<file path="config.mk">
export PLATFORM = sky130hd
export DESIGN_NAME = w_ingress_ctrl
export DESIGN_NICKNAME = d
export VERILOG_FILES = /design/src/rtl/w_ingress_ctrl.sv
export SDC_FILE = /design/constraint.sdc
export NUM_CORES = 1
export LEC_CHECK = 0
export CAP_MARGIN = 0
export CORE_UTILIZATION = 41
export CTS_CLUSTER_DIAMETER = 80
export DETAILED_ROUTE_END_ITERATION = 10
export PLACE_DENSITY = 0.87
export SLEW_MARGIN = 20
export SYNTH_ARGS = -nofsm -noshare
export SYNTH_HDL_FRONTEND = slang
export SYNTH_SLANG_ARGS = --single-unit
</file>
<file path="constraint.sdc">
create_clock -name w_clk -period 1.7 [get_ports w_clk]
set_clock_uncertainty 0.1 [all_clocks]
set_input_delay 0.17 -clock w_clk [delete_from_list [all_inputs] [get_ports w_clk]]
set_output_delay 0.17 -clock w_clk [all_outputs]
set_load 0.01 [all_outputs]
</file>
<file path="src/rtl/w_ingress_ctrl.sv">
// Write-side ingress: two-entry skid buffer feeding the FIFO write port.
// Optional fill-level tracking is enabled with `define W_INGRESS_LEVEL_EN.
module w_ingress_ctrl #(
  parameter int          DATA_SIZE = 8,
  parameter int          ADDR_SIZE = 4,
  parameter int unsigned AF_THRESH = 14
) (
  input  logic                 w_clk,
  input  logic                 w_rst,
  input  logic [DATA_SIZE-1:0] in_data,
  input  logic                 in_valid,
  output logic                 in_ready,
  input  logic                 w_full,
  input  logic [ADDR_SIZE:0]   w_gray,
  input  logic [ADDR_SIZE:0]   w_syn_r_gray,
  output logic                 w_inc,
  output logic [DATA_SIZE-1:0] w_data,
  output logic [ADDR_SIZE:0]   w_level,
  output logic                 w_almost_full
);

  typedef enum logic [1:0] {
    EMPTY = 2'd0,
    ONE   = 2'd1,
    TWO   = 2'd2
  } state_t;

  state_t               state_q, state_d;
  logic [DATA_SIZE-1:0] head_q, head_d;
  logic [DATA_SIZE-1:0] skid_q, skid_d;
  logic                 rdy_q, rdy_d;
  logic                 accept;
  logic                 pop;

  assign accept   = in_valid & rdy_q;
  assign pop      = (state_q != EMPTY) & ~w_full;
  assign w_inc    = pop;
  assign w_data   = head_q;
  assign in_ready = rdy_q;

  always_ff @(posedge w_clk or posedge w_rst) begin
    if (w_rst) begin
      state_q <= EMPTY;
      head_q  <= '0;
      skid_q  <= '0;
      rdy_q   <= 1'b0;
    end else begin
      state_q <= state_d;
      head_q  <= head_d;
      skid_q  <= skid_d;
      rdy_q   <= rdy_d;
    end
  end

  always_comb begin
    state_d = state_q;
    head_d  = head_q;
    skid_d  = skid_q;
    unique case (state_q)
      EMPTY: begin
        if (accept) begin
          state_d = ONE;
          head_d  = in_data;
        end
      end
      ONE: begin
        if (accept && pop) begin
          head_d = in_data;
        end else if (accept) begin
          skid_d  = in_data;
          state_d = TWO;
        end else if (pop) begin
          state_d = EMPTY;
        end
      end
      TWO: begin
        if (pop) begin
          head_d  = skid_q;
          state_d = ONE;
        end
      end
      default: state_d = EMPTY;
    endcase
    // Ready is registered, so it already reflects next cycle's occupancy.
    rdy_d = (state_d != TWO);
  end

`ifdef W_INGRESS_LEVEL_EN
  localparam logic [ADDR_SIZE:0] AF_LVL = AF_THRESH[ADDR_SIZE:0];

  function automatic logic [ADDR_SIZE:0] gray2bin(
    input logic [ADDR_SIZE:0] g
  );
    logic [ADDR_SIZE:0] b;
    b[ADDR_SIZE] = g[ADDR_SIZE];
    for (int i = ADDR_SIZE - 1; i >= 0; i--) begin
      b[i] = b[i+1] ^ g[i];
    end
    return b;
  endfunction

  logic [ADDR_SIZE:0] w_bin;
  logic [ADDR_SIZE:0] r_bin;
  logic [ADDR_SIZE:0] level_q, level_d;
  logic               af_q, af_d;

  assign w_bin = gray2bin(w_gray);
  assign r_bin = gray2bin(w_syn_r_gray);

  // Modular subtraction handles the wrap when pointer MSBs differ.
  always_comb begin
    level_d = w_bin - r_bin;
    af_d    = (level_d >= AF_LVL);
  end

  always_ff @(posedge w_clk or posedge w_rst) begin
    if (w_rst) begin
      level_q <= '0;
      af_q    <= 1'b0;
    end else begin
      level_q <= level_d;
      af_q    <= af_d;
    end
  end

  assign w_level       = level_q;
  assign w_almost_full = af_q;
`else
  logic unused_ptrs;
  assign unused_ptrs   = ^{w_gray, w_syn_r_gray};
  assign w_level       = '0;
  assign w_almost_full = 1'b0;
`endif

endmodule

</file>
==> results by group <==
Outcome
  – Run status: finished clean

Pwr
  – PD cells: 1540 nW/um^2
  – Maximum VDD drop: 775 uV
  – Leakage: 0.485 nW
  – Total power draw: 1.78 mW

Logic synthesis
  – Unique masters post-synth: 22
  – YS warnings: 0
  – Flops & latches, synth: 19
  – Synth area leader: dfrtp_1
  – Top cell type's share of synthesized area: 53.1%
  – Cells after Synth: 70
  – Synth area leaders: dfrtp_1 53%, mux2_2 11%, o32a_1 9.0%
  – Avg Inst Size Synth: 12.8 sq um
  – Post-synthesis sequential area ratio: 53.1%
  – Synthesized area: 895 sq um

Detailed routing
  – Drt drc: 0
  – Met3 routed WL: 87 microns
  – Final WL: 1.68 mm
  – Pre-antenna DRT Iters: 3
  – Routed wl met2: 721 microns
  – Avg WL per Cell: around 14 microns
  – Antenna Nets Post-Route: 0
  – Initial drt markers: 6
  – Routed vias: 632
  – Vias per Instance: 5.14
  – Uppermost layer routed: met4
  – Metal-1 WL: 815 microns

Place
  – Routability Congestion: 0.720
  – IO Port Bufs: 21

Global route
  – Total Routing Usage GR: 15.9%
  – Vias in the first global route: 621
  – First-pass GRT wire length: 2.86 mm
  – Initial antenna violation count: 0
  – GR Overflow Total: 0
  – Largest net degree at the start of global routing: 20

Die
  – I/O pin total: 38
  – Starting Density: between 40 and 50%
  – Core ar.: 2000 sq um
  – Die Wd: 48.7 microns
  – Die height: 48.7 microns
  – Cell row count: 16
  – Full die area: ~2400 sq um

CTS
  – Maximum level of the CTS H-tree: 1
  – Maximum root-to-sink buffer count: 2
  – Inserted Clock Buffers: 3
  – Clk_lat worst skew: 310 ps
  – Clock sinks: 19
  – Clk Tree Root Cell: clkbuf_4
  – CTS Hold Bufs: 0
  – Clk pin slew, worst setup/hold paths: 100 ps
  – CTS tree: done

Setup path
  – Worst endpoint required time: 1800 ps
  – Delay-heaviest family, CP: simple AND/OR/NAND/NOR gates
  – R2R Path End: skid_q[3]
  – Crit path buf inv count: 1
  – Reg2Reg Setup Slack: 40 ps
  – WP data arrival: ~1800 ps
  – Max incr delay on CP: 430 ps
  – Critical-path maximum fanout: 10
  – Worst setup EP type: flop
  – Worst Setup Start Kind: flop
  – Crit-path cells: buf_4 -> nand3b_1 -> nor2_4 -> mux2_2
  – WP depth: 4
  – Critical setup path kind: flop to flop
  – Crit path max-delay cell type: dfrtp_1
  – Worst-case reg-to-reg path depth: 4
  – Reg2reg start: state_q[1]

Final layout
  – Nets: about 120
  – Area delta synth->final: 29.5%
  – Post-layout util: 57.9%
  – Layout cells sized above 1: 20.8%
  – Diodes inserted: 0

Timing
  – Hold Fails Final Rpt: 0
  – RSZ-0062 raised after global routing: yes
  – Final setup violating endpoints: 0
  – Tmin final: 1660 ps
  – Ratio of final minimum period to clock period: between 90% and 100%
  – Fin Setup TNS: 0 ps
  – Max Clock Freq: 0.602 GHz
  – Max-slew violation count: 0

Run
  – Max-cap violations: 0

Hold path
  – Min-delay worst type: input pin to asynchronous set/reset pin
[cell type report]
class / instances / area, sq um
fill: 178 / 843
sequential: 19 / 477
multi-input combinational: 46 / 368
timing repair buffer: 26 / 250
tap: 27 / 33.8
clock buffer: 4 / 26.3
inverter: 1 / 3.75
[how the worst max path moves through the flow]
stage / startpoint / endpoint / slack [ps]
after floorplan: state_q[0] / w_data[0] / 310
after global placement: w_full / skid_q[4] / -50
after detailed placement: w_full / skid_q[5] / -80
after CTS: state_q[0] / w_inc / 10
after global routing: state_q[1] / skid_q[5] / -30
final: state_q[1] / skid_q[3] / 40
[cell usage after synthesis]
library cell and number:
a21o_1 2, o32a_1 8, nor2_1 2, nand3b_1 1
a21oi_1 1, inv_1 1, clkbuf_2 1, buf_4 6
dfrtp_1 19, buf_2 1, conb_1 1, and2_1 1
o21a_1 8, nor2b_1 1, o21ai_0 1, or2b_1 1
nor2_4 1, o21ai_4 1, nand2_1 2, buf_6 1
mux2_2 9, or3b_1 1
[kinds of logic (layout without fill, tap and decap cells)]
logic type / count (synthesis) / after routing / synth area share, %
AO/OA/AOI/OAI: 21 / 21 / 20.3
buffers and inverters: 10 / 31 / 7.83
flip-flops: 19 / 19 / 53.1
multiplexers: 9 / 9 / 11.3
other: 1 / 6 / 0.419
AND/OR/NAND/NOR: 10 / 10 / 7.00
[stage by stage]
stage	setup slack, ps	hold WS (ps)	instance area (sq um)	cells
2_1_floorplan	306	21.1	913	75
3_3_place_gp	-49.8	379	1120	118
3_5_place_dp	-76.9	383	1120	118
4_1_cts	11.1	75.5	1150	122
5_1_grt	-30.0	110	1160	123
6_report	39.3	67.1	1160	123
[report_power, final]
group          switching, mW  internal, mW  total [mW]
Clock                  0.139        0.0917       0.231
Combinational          0.302         0.458       0.760
Sequential             0.124         0.667       0.791
Total                  0.565          1.22        1.78
[metal layers]
metal	GRT usage, %	vias to the layer above
met3	3.14	5
met1	22.6	311
li1	-	294
met4	8.82	0
met5	0	-
met2	22.5	22
[registers in the layout, summed over array words and instances (netlist names)]
signal	cells
state_q	2
in_ready	1
w_data	8
skid_q	8
[worst min-delay path, delay by kind of cell]
| kind | cells | cell delay (ps) |
|---|---|---|
| buf+inv | 3 | 690 |
[repair_timing]
action,CTS,global route
buffers inserted,0,1
setup endpoints to repair,0,1
gates resized for setup,0,2
[placed cells by master (no fill, tap or decap), types with 2 or more instances in the layout]
| master | instances |
|---|---|
| a21o_1 | 2 |
| buf_4 | 5 |
| clkbuf_4 | 3 |
| clkdlybuf4s50_1 | 20 |
| conb_1 | 6 |
| dfrtp_1 | 18 |
| mux2_2 | 9 |
| nand2_1 | 2 |
| nor2_1 | 2 |
| o21a_1 | 8 |
| o32a_1 | 8 |
(Power assumes the default switching activity.)
